### src/rtl/relogio_pkg.sv
// relogio_pkg: shared types and constants for the clock controller.
// Mode encoding, HEX digit-pair positions and blink mask helpers.
package relogio_pkg;

    typedef enum logic [1:0] {
        RUN      = 2'd0,
        SET_HOUR = 2'd1,
        SET_MIN  = 2'd2,
        SET_SEC  = 2'd3
    } modo_t;

    // Low HEX index of each two-digit field
    localparam int HEX_HOUR_LO = 4;
    localparam int HEX_MIN_LO  = 2;
    localparam int HEX_SEC_LO  = 0;

    function automatic modo_t next_modo(modo_t m);
        modo_t n;
        n = RUN;
        unique case (m)
            RUN:      n = SET_HOUR;
            SET_HOUR: n = SET_MIN;
            SET_MIN:  n = SET_SEC;
            SET_SEC:  n = RUN;
            default:  n = RUN;
        endcase
        return n;
    endfunction

    function automatic logic [5:0] blink_mask(
        modo_t m,
        logic  ph
    );
        logic [5:0] mk;
        mk = '0;
        unique case (m)
            SET_HOUR: mk[HEX_HOUR_LO +: 2] = {2{ph}};
            SET_MIN:  mk[HEX_MIN_LO  +: 2] = {2{ph}};
            SET_SEC:  mk[HEX_SEC_LO  +: 2] = {2{ph}};
            default:  mk = '0;
        endcase
        return mk;
    endfunction

endpackage

### src/rtl/relogio_controle_if.sv
// relogio_controle_if: buttons in, strobes/mode/mask out.
// master drives the buttons; slave is the controller.
interface relogio_controle_if;

    logic       btn_mode;
    logic       btn_inc;
    logic       tick_1hz;
    logic       inc_hour;
    logic       inc_min;
    logic       inc_sec;
    logic [1:0] mode;
    logic [5:0] blank_mask;

    modport master (
        output btn_mode,
        output btn_inc,
        input  tick_1hz,
        input  inc_hour,
        input  inc_min,
        input  inc_sec,
        input  mode,
        input  blank_mask
    );

    modport slave (
        input  btn_mode,
        input  btn_inc,
        output tick_1hz,
        output inc_hour,
        output inc_min,
        output inc_sec,
        output mode,
        output blank_mask
    );

endinterface

### src/rtl/relogio_controle_divisor_tick.sv
// divisor_tick: modulo-N counter with enable and synchronous clear.
// wrap is high in the cycle the enabled count sits at N-1.
module divisor_tick #(
    parameter int N = 10
) (
    input  logic clk,
    input  logic rst,
    input  logic en,
    input  logic clr,
    output logic wrap
);

    localparam int W = (N > 1) ? $clog2(N) : 1;
    localparam logic [W-1:0] LAST = W'(N - 1);

    logic [W-1:0] cnt_q;
    logic [W-1:0] cnt_d;

    // Next count: clear wins, then wrap, then increment
    always_comb begin
        wrap  = en && (cnt_q == LAST);
        cnt_d = cnt_q;
        if (clr) begin
            cnt_d = '0;
        end else if (wrap) begin
            cnt_d = '0;
        end else if (en) begin
            cnt_d = cnt_q + W'(1);
        end
    end

    // Count register
    always_ff @(posedge clk) begin
        if (rst) begin
            cnt_q <= '0;
        end else begin
            cnt_q <= cnt_d;
        end
    end

endmodule

### src/rtl/relogio_controle.sv
// relogio_controle: mode FSM, 1 Hz prescaler, set-mode increment
// strobes with auto-repeat, and blink mask for the HEX displays.
module relogio_controle
    import relogio_pkg::*;
#(
    parameter int CLK_FREQ      = 50_000_000,
    parameter int BLINK_DIV     = 12_500_000,
    parameter int HOLD_CYCLES   = 25_000_000,
    parameter int REPEAT_CYCLES = 5_000_000
) (
    input logic               CLOCK_50,
    input logic               reset,
    relogio_controle_if.slave bus
);

    modo_t      mode_q, mode_d;
    logic       mode_prev_q, mode_prev_d;
    logic       inc_prev_q, inc_prev_d;
    logic       armed_q, armed_d;
    logic       rpt_q, rpt_d;
    logic       phase_q, phase_d;
    logic       tick_q, tick_d;
    logic       inc_hour_q, inc_hour_d;
    logic       inc_min_q, inc_min_d;
    logic       inc_sec_q, inc_sec_d;
    logic [5:0] mask_q, mask_d;

    logic mode_rise;
    logic inc_rise;
    logic in_set;
    logic accept;
    logic hold_on;
    logic blink_en;
    logic hold_en;
    logic rpt_en;
    logic strobe;
    logic pre_wrap;
    logic blink_wrap;
    logic hold_wrap;
    logic rpt_wrap;

    // Button edges and repeat qualifiers; mode beats inc
    always_comb begin
        mode_rise = bus.btn_mode & ~mode_prev_q;
        inc_rise  = bus.btn_inc & ~inc_prev_q;
        in_set    = (mode_q != RUN);
        accept    = in_set & inc_rise & ~mode_rise;
        hold_on   = armed_q & bus.btn_inc & ~mode_rise;
        blink_en  = in_set & ~mode_rise;
        hold_en   = hold_on & ~rpt_q;
        rpt_en    = hold_on & rpt_q;
    end

    divisor_tick #(.N(CLK_FREQ)) u_pre (
        .clk  (CLOCK_50),
        .rst  (reset),
        .en   (~in_set),
        .clr  (in_set),
        .wrap (pre_wrap)
    );

    divisor_tick #(.N(BLINK_DIV)) u_blink (
        .clk  (CLOCK_50),
        .rst  (reset),
        .en   (blink_en),
        .clr  (~blink_en),
        .wrap (blink_wrap)
    );

    divisor_tick #(.N(HOLD_CYCLES)) u_hold (
        .clk  (CLOCK_50),
        .rst  (reset),
        .en   (hold_en),
        .clr  (~hold_en),
        .wrap (hold_wrap)
    );

    divisor_tick #(.N(REPEAT_CYCLES)) u_rpt (
        .clk  (CLOCK_50),
        .rst  (reset),
        .en   (rpt_en),
        .clr  (~rpt_en),
        .wrap (rpt_wrap)
    );

    // Next mode, repeat arming, blink phase and registered outputs
    always_comb begin
        mode_d      = mode_q;
        armed_d     = 1'b0;
        rpt_d       = 1'b0;
        phase_d     = 1'b0;
        strobe      = 1'b0;
        tick_d      = 1'b0;
        inc_hour_d  = 1'b0;
        inc_min_d   = 1'b0;
        inc_sec_d   = 1'b0;
        mode_prev_d = bus.btn_mode;
        inc_prev_d  = bus.btn_inc;
        if (mode_rise) begin
            mode_d = next_modo(mode_q);
        end
        armed_d    = accept | hold_on;
        rpt_d      = hold_on & (rpt_q | hold_wrap);
        phase_d    = blink_en & (phase_q ^ blink_wrap);
        strobe     = accept | hold_wrap | rpt_wrap;
        tick_d     = pre_wrap;
        inc_hour_d = strobe & (mode_q == SET_HOUR);
        inc_min_d  = strobe & (mode_q == SET_MIN);
        inc_sec_d  = strobe & (mode_q == SET_SEC);
        mask_d     = blink_mask(mode_d, phase_d);
    end

    // Button history follows the inputs even in reset, so a button
    // held across reset release does not register as a press
    always_ff @(posedge CLOCK_50) begin
        mode_prev_q <= mode_prev_d;
        inc_prev_q  <= inc_prev_d;
    end

    // State and output registers
    always_ff @(posedge CLOCK_50) begin
        if (reset) begin
            mode_q     <= RUN;
            armed_q    <= 1'b0;
            rpt_q      <= 1'b0;
            phase_q    <= 1'b0;
            tick_q     <= 1'b0;
            inc_hour_q <= 1'b0;
            inc_min_q  <= 1'b0;
            inc_sec_q  <= 1'b0;
            mask_q     <= '0;
        end else begin
            mode_q     <= mode_d;
            armed_q    <= armed_d;
            rpt_q      <= rpt_d;
            phase_q    <= phase_d;
            tick_q     <= tick_d;
            inc_hour_q <= inc_hour_d;
            inc_min_q  <= inc_min_d;
            inc_sec_q  <= inc_sec_d;
            mask_q     <= mask_d;
        end
    end

    assign bus.tick_1hz   = tick_q;
    assign bus.inc_hour   = inc_hour_q;
    assign bus.inc_min    = inc_min_q;
    assign bus.inc_sec    = inc_sec_q;
    assign bus.mode       = mode_q;
    assign bus.blank_mask = mask_q;

endmodule
### src/flat_wrapper.sv
// flat-port wrapper written by rule: the top's interface ports become plain ports
module relogio_controle_flat import relogio_pkg::*;
#(
    parameter int CLK_FREQ      = 50_000_000,
    parameter int BLINK_DIV     = 12_500_000,
    parameter int HOLD_CYCLES   = 25_000_000,
    parameter int REPEAT_CYCLES = 5_000_000
)
  (CLOCK_50, reset, bus_btn_mode, bus_btn_inc, bus_tick_1hz, bus_inc_hour, bus_inc_min, bus_inc_sec, bus_mode, bus_blank_mask);
  relogio_controle_if bus_i ();
  input logic CLOCK_50;
  input logic reset;
  input wire logic [$bits(bus_i.btn_mode)-1:0] bus_btn_mode;
  input wire logic [$bits(bus_i.btn_inc)-1:0] bus_btn_inc;
  output wire logic [$bits(bus_i.tick_1hz)-1:0] bus_tick_1hz;
  output wire logic [$bits(bus_i.inc_hour)-1:0] bus_inc_hour;
  output wire logic [$bits(bus_i.inc_min)-1:0] bus_inc_min;
  output wire logic [$bits(bus_i.inc_sec)-1:0] bus_inc_sec;
  output wire logic [$bits(bus_i.mode)-1:0] bus_mode;
  output wire logic [$bits(bus_i.blank_mask)-1:0] bus_blank_mask;
  assign bus_i.btn_mode = bus_btn_mode;
  assign bus_i.btn_inc = bus_btn_inc;
  assign bus_tick_1hz = bus_i.tick_1hz;
  assign bus_inc_hour = bus_i.inc_hour;
  assign bus_inc_min = bus_i.inc_min;
  assign bus_inc_sec = bus_i.inc_sec;
  assign bus_mode = bus_i.mode;
  assign bus_blank_mask = bus_i.blank_mask;
  relogio_controle #(.CLK_FREQ(CLK_FREQ), .BLINK_DIV(BLINK_DIV), .HOLD_CYCLES(HOLD_CYCLES), .REPEAT_CYCLES(REPEAT_CYCLES)) u_core (.CLOCK_50(CLOCK_50), .reset(reset), .bus(bus_i));
endmodule
### config.mk
export PLATFORM = sky130hd
export DESIGN_NAME = relogio_controle_flat
export DESIGN_NICKNAME = d
export VERILOG_FILES = /design/src/rtl/relogio_pkg.sv /design/src/rtl/relogio_controle_if.sv /design/src/rtl/relogio_controle_divisor_tick.sv /design/src/rtl/relogio_controle.sv /design/src/flat_wrapper.sv
export SDC_FILE = /design/constraint.sdc
export NUM_CORES = 1
export LEC_CHECK = 0
export CORE_MARGIN = 8
export CORE_UTILIZATION = 56
export DETAILED_ROUTE_END_ITERATION = 12
export PLACE_DENSITY = 0.74
export SLEW_MARGIN = 10
export SYNTH_ARGS = -nofsm -noshare
export SYNTH_HDL_FRONTEND = slang
export SYNTH_SLANG_ARGS = --single-unit
### constraint.sdc
create_clock -name CLOCK_50 -period 3.9 [get_ports CLOCK_50]
set_input_delay 0.585 -clock CLOCK_50 [delete_from_list [all_inputs] [get_ports CLOCK_50]]
set_output_delay 0.585 -clock CLOCK_50 [all_outputs]
set_load 0.02 [all_outputs]
== Word-level counts from Yosys, hierarchy flattened ==
Index checks and enable logic that the tools add are counted.
Cells by class
  multipliers: 0
  reduce and logical (&&, ||, !) cells: 13
  eq/ne operators: 10
  shift operators: 0
  divide/modulo/power cells: 0
  $lt $le $gt $ge: 0
  add/subtract/negate cells: 4
  muxes and demuxes: 2
  bitwise logic cells: 30
Operator list (count)
  $add 26x1->26 const B: 1
  $eq 26x26->1 const B: 1
  $add 25x1->25 const B: 1
  $eq 25x25->1 const B: 1
  $add 24x1->24 const B: 1
  $eq 24x24->1 const B: 1
  $add 23x1->23 const B: 1
  $eq 23x23->1 const B: 1
  $and 1x1->1: 14
  $reduce_or 3->1: 4
  $not 1->1: 11
  $eq 2x2->1 const B: 4
  $pmux 2 s4: 1
  $reduce_or 2->1: 3
  $eq 2x1->1 const B: 2
  $logic_and 1x1->1: 4
  $or 1x1->1: 4
  $logic_not 2->1: 1
  $mux 2: 1
  $reduce_bool 2->1: 1
  $xor 1x1->1: 1
Word-level totals
  output and inout bits: 12
  ROM bits: 0
  bits in registers: 112
  memory bits (writable): 0
  input bits: 4
  bits in latches: 0
  memories kept: 0
  word-level logic and storage cells: 76

== Logic depth before layout (Yosys ltp) ==
Gate-level depths: netlist of the first run.
  depth after elaboration: 9
  mapped depth: 9
  mapped depth without buffers: 7

== By module ==
Synthesis of the first run repeated with hierarchy kept, for this count alone.
Second synthesis, totals
  cell total of the unflattened synthesis: 601
  area total of the unflattened synthesis: 5365.1 µm²
Modules (own cells, without submodules)
  divisor_tick (u_core.u_pre): cells each 147, times used 1, sequential area each 520.5 µm², area an instance 1295.0 µm²
  divisor_tick (u_core.u_hold): cells each 136, times used 1, sequential area each 500.5 µm², area an instance 1216.2 µm²
  divisor_tick (u_core.u_blink): cells each 136, times used 1, sequential area each 480.5 µm², area an instance 1172.4 µm²
  divisor_tick (u_core.u_rpt): cells each 127, times used 1, sequential area each 460.4 µm², area an instance 1087.3 µm²
  relogio_controle: cells each 55, times used 1, sequential area each 280.3 µm², area an instance 594.3 µm²

== Worst setup path after synthesis of the first run ==
Ideal clock, no wire load.
  path kind: register -> register
  start: register u_core.mode_q[0], in the netlist u_core.bus.mode[0]
  end: register u_core.u_blink.cnt_q[13]
  data required time: 3.834 ns
  path buffers: 2
  arrival time: 2.044 ns
  setup slack: 1.791 ns
  library setup time: 0.066 ns
  stages on the path, launching flop included: 8
  period minus slack after synthesis: 2.109 ns
  cell sequence: dfxtp_1 > inv_1 > ha_1 > or3_1 > or2_2 > clkbuf_1 > clkbuf_1 > nor2_1
On the way
  longest elaborated chain between the ends: 4
  elaborated cells between the ends (all ways): 5
  classes of those cells: 2 x bitwise; 3 x reduce/logical
RTL lines
  start, declared: line relogio_controle.sv:16  | modo_t mode_q, mode_d;
  start signal, assigned: line relogio_controle.sv:133  | mode_q <= mode_d;
  $reduce_bool 2->1 *: line relogio_controle.sv:46  | in_set = (mode_q != RUN);
  $and 1x1->1 *: line relogio_controle.sv:49  | blink_en = in_set & ~mode_rise;
  $logic_and 1x1->1 or $not 1->1 (tied branches)
  $reduce_or 3->1 (no source line) *
  end signal, assigned: line relogio_controle_divisor_tick.sv:37  | cnt_q <= cnt_d;
  end, declared: line relogio_controle_divisor_tick.sv:16  | logic [W-1:0] cnt_q;
Mark *: on every way between the ends. The rest lies on a longest branch, timed or not.
A chain may end at the register's enable or synchronous reset.

== Final worst setup path of the first run ==
  start: register u_core.u_hold.cnt_q[10]
  end: register u_core.u_hold.cnt_q[8]
On the way
  longest elaborated chain between the ends: 3
RTL lines
  start, declared: line relogio_controle_divisor_tick.sv:16
  start signal, assigned: line relogio_controle_divisor_tick.sv:37
  $eq 25x25->1: line relogio_controle_divisor_tick.sv:21  | wrap = en && (cnt_q == LAST);
  $logic_and 1x1->1: line relogio_controle_divisor_tick.sv:21
  $reduce_or 3->1 (no source line)
No other way between the ends.

==> results.cfg, run 1 <==
[status]
status = finished, final reports clean

[die]
start_util_pct = 56.4
ios = 16
num_rows = 34
die_h_um = 109
fp.dieW_um = 109
die-area_um2 = 11800
core-area_um2 = 8550

[cts]
cts_tree = yes
cts.sinks = 112
clkTransAtPathRegs_ns = 0.09
htreeDepth = 3
holdBufCountCts = 0
cts_inserted_buffers = 9
clock_latency_ns = 0.37
post_cts_resized = 0
cts_setup_buffers = 0
cts_root_buf = clkbuf_8
cts_buffer_depth = 2

[timing]
max-slew-margin-rel_pct = 26.5
report.final.hold_viol_count = 0
setup_viol = 0
rsz0062_at_grt = false
fmax_mhz = 394
setup_tns_ns = 0
hold_ws_ns = 0.467
fin_crit_sh_pct = 65.0
skew_ns = 0.0101
drv_slew = 0
min_period_ns = 2.54
setup_slack_ns = 1.36
worst_pin_slew_ns = 1.09

[worst_setup_path]
r2r_setup_slack_ns = 1.36
path_max_fanout = 24
worstRegToRegCells = 5
r2r-start = u_core.u_hold.cnt_q[10]
crit_required_ns = 4.13
crit_path_start = u_core.u_hold.cnt_q[10]
critPathKind = reg2reg
cp-endpoint = u_core.u_hold.cnt_q[8]
arrival_ns = 2.77
critPathCaptureType = register
regToRegEndpoint = u_core.u_hold.cnt_q[8]
crit_path_start_kind = register

[final_layout]
fin_nets = 570
n_fill_cell = 748
antennaDiodeCount = 0
regArea_um2 = 2240
area_growth_syn_to_layout_pct = 8.40
drive_gt1_share_pct = 3.20
multi_input_area_um2 = 2440
fin_area_um2 = 5230

[placement]
place_area_um2 = 5010
place_congestion = 0.787
hpwl_um = 6190
post-place-ws_ns = 1.09
place.port_buffers = 15

[grt]
grt_pass1_wl_um = 15300
grt_max_degree = 25
gr-total-overflow = 0
grt_pass1_vias = 3448
antenna_found_initial = 0
track_usage_pct = 15.8

[synthesis]
netlist_area_um2 = 4820
synthTopCellsByArea = dfxtp_1 (46%), xor2_1 (10%), nor2_1 (9.3%), xnor2_1 (6.5%), nand4_1 (4.0%)
yosys-top-cells-count = nor2_1 (120), dfxtp_1 (112), xor2_1 (55), nand2_1 (40), xnor2_1 (36)
synthFlopType = dfxtp_1
synth_cell_type_count = 33
async_reset_ff_share_pct = 0
ys_ff_latch = 112
yosysWarnings = 0
synth_cells = 549
yosysTopAreaCell = dfxtp_1
synth_top_area_share_pct = 46.5
synth_edf_count = 0
ys_seq_area_share_pct = 46.5
synthesis.nets = 561
postSynthAreaPerCell_um2 = 8.79
yosys.cell_count.top_type = nor2_1

[job]
max_cap_viol_count = 0

[power_and_ir_drop]
ir_drop_mv = 0.166
power_density_nw_per_um2 = 370
power.static_leakage_uw = 0.00164

[drt]
dr_total_vias = 3617
dr.pass1.iters = 4
via_per_inst = 5.39
ant_nets = 0
drt_iter0_drc = 128
wl_per_cell_um = 13.0
drc = 0
drt_wl_total_um = 8700

[hold_path]
hp-class = reg2reg
[worst min-delay path by stage]
| stage | to | start | slack, ns | cells past startpoint |
|---|---|---|---|---|
| floorplan | u_core.u_pre.cnt_q[0] | u_core.u_pre.cnt_q[0] | 0.42 | 1 |
| global placement | u_core.u_pre.cnt_q[0] | u_core.u_pre.cnt_q[0] | 0.43 | 1 |
| detailed placement | u_core.u_pre.cnt_q[0] | u_core.u_pre.cnt_q[0] | 0.45 | 1 |
| CTS | u_core.u_pre.cnt_q[0] | u_core.u_pre.cnt_q[0] | 0.48 | 1 |
| global route | u_core.u_pre.cnt_q[0] | u_core.u_pre.cnt_q[0] | 0.50 | 1 |
| finish | u_core.u_pre.cnt_q[0] | u_core.u_pre.cnt_q[0] | 0.47 | 1 |
[cell usage in the layout (no fill, tap or decap)]
cell,netlist,final
nor2_1,120,120
nand2b_1,4,4
nor3b_1,5,5
clkbuf_8,0,9
and4_1,11,11
clkbuf_1,11,3
and2_0,1,1
xor2_1,55,55
o21a_1,1,1
or4b_2,1,1
or4_1,5,5
dfxtp_1,112,112
clkdlybuf4s50_1,0,15
nor3_1,12,12
nor4_2,1,2
a21oi_1,2,2
ha_1,8,8
and4b_1,1,1
nor2b_1,1,1
nand3b_1,1,1
nand3_1,35,35
inv_6,0,1
and2_1,6,6
bufinv_16,0,2
nand4_1,31,31
nor4_1,14,13
or3_1,1,1
xnor2_1,36,36
nor4b_1,2,2
and3_1,9,9
nand2_1,40,40
or2_2,2,2
nor4bb_1,2,2
a211oi_1,1,1
inv_1,12,12
clkinvlp_4,0,1
[cells by family (layout without fill, tap and decap cells)]
kind of cell | after synthesis | count (layout) | synth area share (%)
compound gates | 4 | 4 | 0.519
xor+xnor | 91 | 91 | 16.5
fa+ha+maj | 8 | 8 | 2.08
buf+inv | 29 | 43 | 2.96
flops | 112 | 112 | 46.5
simple gates | 305 | 305 | 31.4
[stage by stage]
stage                     utilization (%)  cells  power (uW)
after floorplan                         -    549        1210
after global placement               58.6    655        1220
after detailed placement             58.6    655        1220
after CTS                            61.1    671        1960
after global routing                 61.2    671        2000
final                                61.2    671        1930
[power by group]
part	internal, uW	switching (uW)	total, uW	leakage [uW]
Combinational	12.9	26.1	39.0	0.000635
Clock	365	375	741	0.000101
Sequential	1150	5.06	1150	0.000903
[routing by layer]
metal  up-vias  global-route usage [%]  part of all wire (%)
met2        41                    26.5                    50
met5         -                       0                     0
li1       1862                       -                     -
met1      1709                    19.3                    46
met4         0                    4.89                  0.80
met3         5                    4.31                   3.3
[final cells by class]
| class | count | share of cell area (%) |
|---|---|---|
| Tap cell | 108 | 2.58 |
| Sequential cell | 112 | 42.9 |
| Clock buffer | 12 | 2.58 |
| Multi-Input combinational cell | 408 | 46.8 |
| Inverter | 12 | 0.861 |
| Timing Repair Buffer | 15 | 2.87 |
| Clock inverter | 4 | 1.46 |
[sequential cells by signal (all words and copies together), names as in the netlist]
| register | cells |
|---|---|
| u_core.bus.tick_1hz | 1 |
| u_core.bus.inc_sec | 1 |
| u_core.u_hold.cnt_q | 25 |
| u_core.bus.inc_hour | 1 |
| u_core.phase_q | 1 |
| u_core.u_pre.cnt_q | 26 |
| u_core.inc_prev_q | 1 |
| u_core.mode_prev_q | 1 |
| u_core.bus.mode | 2 |
| u_core.u_rpt.cnt_q | 23 |
| u_core.bus.blank_mask | 3 |
| u_core.rpt_q | 1 |
| u_core.armed_q | 1 |
| u_core.bus.inc_min | 1 |
| u_core.u_blink.cnt_q | 24 |
[critical path: stages (launching register included)]
cell and delay, ns:
dfxtp_1 0.37, or4_1 0.53, or4_1 0.43, nor4_2 0.25, or4_1 0.70, nor2_1 0.12
Note: power is estimated with default switching activity, not from simulation.
==> inputs of run 2 (changes only) <==
Clock period 3.9 ns to 2.4 ns, I/O delays scaled along.
==> run 2 against run 1 <==
Net effect:
- non-clock buffer count rose by 10
- routed wire length fell by 0.10%
- sequential cell count unchanged
- final area rose by 1.3%
- highest routed layer unchanged
- die area unchanged
- utilization grew 0.82 points
- register-to-register slack worse by 1.1 ns
- largest cell class unchanged
==> results.cfg, run 2 (synthesis gave the netlist of run 1 again) <==
[status]
status = finished, final reports clean

[power_and_ir_drop]
pwr-share-comb_pct = 2.3
p_int_uw = 2310
ir_drop_mv = 0.353
power_density_nw_per_um2 = 565
p_seq_share_pct = 62.6
pwr-share-clk_pct = 35.2
power.static_leakage_uw = 0.00170
switchingPower_uw = 684
p_sw_share_pct = 22.8

[timing]
setup_tns_ns = 0
setup_viol = 0
report.final.hold_viol_count = 0
skew_ns = 0.0110
max-slew-margin-rel_pct = 70.1
drv_slew = 0
fmax_mhz = 471
setup_slack_ns = 0.275
hold_ws_ns = 0.464
fin_crit_sh_pct = 88.5
rsz0062_at_grt = false
worst_pin_slew_ns = 0.449
min_period_ns = 2.12

[grt]
grt_pass1_vias = 3593
top_usage_layer = met2
met2_usage_pct = 27.2
use_met1_pct = 19.2
grt_use_met3_pct = 4.43
gr-total-overflow = 0
grt_pass1_wl_um = 15600
antenna_found_initial = 0
track_usage_pct = 15.9
grt_max_degree = 25

[worst_setup_path]
r2r_setup_slack_ns = 0.28
regToRegEndpoint = u_core.u_hold.cnt_q[22]
cpMostUsedCell = or4_1
cp-endpoint = u_core.u_hold.cnt_q[22]
crit_family = simple AND/OR/NAND/NOR gates
r2r-start = u_core.u_hold.cnt_q[10]
arrival_ns = 2.39
crit_chain = or4_1, or4_1, nor4_2, or4_1, buf_12, nor2_1
worst-path-stages = 6
crit_required_ns = 2.66
critPathCaptureType = register
cp_slowest_cell = or4_1
path_buf_inv = 1
critPathKind = reg2reg
crit_path_start_kind = register
path_max_fanout = 24
critPathMaxStageDelay_ns = 0.51
worstRegToRegCells = 6
crit_path_start = u_core.u_hold.cnt_q[10]

[final_layout]
final_cells = 681
fin_nets = 580
top_register = u_core.u_pre.cnt_q
antennaDiodeCount = 0
final_common_cell = nor2_1
multi_input_area_um2 = 2440
drive_gt1_share_pct = 5.24
n_fill_cell = 754
fin_area_um2 = 5300
area_growth_syn_to_layout_pct = 9.86
regArea_um2 = 2240
final_cell_mix = nor2_1 (120), dfxtp_1 (112), xor2_1 (55), nand2_1 (40), xnor2_1 (36)
top_regs = u_core.u_pre.cnt_q (26), u_core.u_hold.cnt_q (25), u_core.u_blink.cnt_q (24)
largest_reg_flops = 26

[cts]
clock_latency_ns = 0.36
cts.sinks = 112
clkTransAtPathRegs_ns = 0.10
cts_root_buf = clkbuf_8
cts_inserted_buffers = 9
htreeDepth = 3
cts_buffer_depth = 2
post_cts_resized = 0
holdBufCountCts = 0
cts_setup_buffers = 0
cts_tree = yes

[placement]
hpwl_um = 6240
place_area_um2 = 5110
place_congestion = 0.832
dp.cells = 665
place.port_buffers = 15
post-place-ws_ns = 0.192

[drt]
ant_nets = 0
drc = 0
drt_wl_total_um = 8690
wl_per_cell_um = 12.8
dr.pass1.iters = 4
via_per_inst = 5.28
dr_total_vias = 3594
drt_iter0_drc = 101

[die]
start_util_pct = 56.4
num_rows = 34
fp.dieW_um = 109
die-area_um2 = 11800
die_h_um = 109
core-area_um2 = 8550
ios = 16

[hold_path]
hold_start = u_core.u_pre.cnt_q[0]
hp-class = reg2reg

[job]
max_cap_viol_count = 0
-- run 2: stage by stage --
stage | power, uW | utilization, %
6_report | 3000 | 62.0
5_1_grt | 3110 | 62.0
4_1_cts | 3030 | 62.0
3_5_place_dp | 1990 | 59.8
3_3_place_gp | 1980 | 59.8
2_1_floorplan | 1960 | -
-- run 2: power by group through the flow --
stage	logic, uW	clock network [uW]	registers, uW
floorplan	43.0	0	1920
global placement	65.6	0	1920
detailed placement	68.1	0	1920
CTS	68.6	1090	1880
global route	77.0	1150	1880
finish	67.6	1050	1880
-- run 2: layer usage --
layer	routed length, um	up-vias	part of all wire [%]
met1	4300	1661	49
met5	0	-	0
li1	-	1883	-
met3	251	11	2.9
met2	4040	39	47
met4	97	0	1.1
-- run 2: how the worst min path moves through the flow --
stage,to,slack [ns],cells after the start
6_report,u_core.u_pre.cnt_q[0],0.46,1
5_1_grt,u_core.mode_prev_q,0.49,1
4_1_cts,u_core.u_pre.cnt_q[0],0.47,1
3_5_place_dp,u_core.u_blink.cnt_q[0],0.45,1
3_3_place_gp,u_core.u_pre.cnt_q[0],0.43,1
2_1_floorplan,u_core.inc_prev_q,0.39,0
-- run 2: final cells by class --
class                      count  area share, %
clock buffer                  10           2.60
sequential                   112           42.3
tap                          108           2.55
multi-input combinational    408           46.0
timing repair buffer          25           4.72
inverter                      12          0.850
clock inverter                 6          0.945
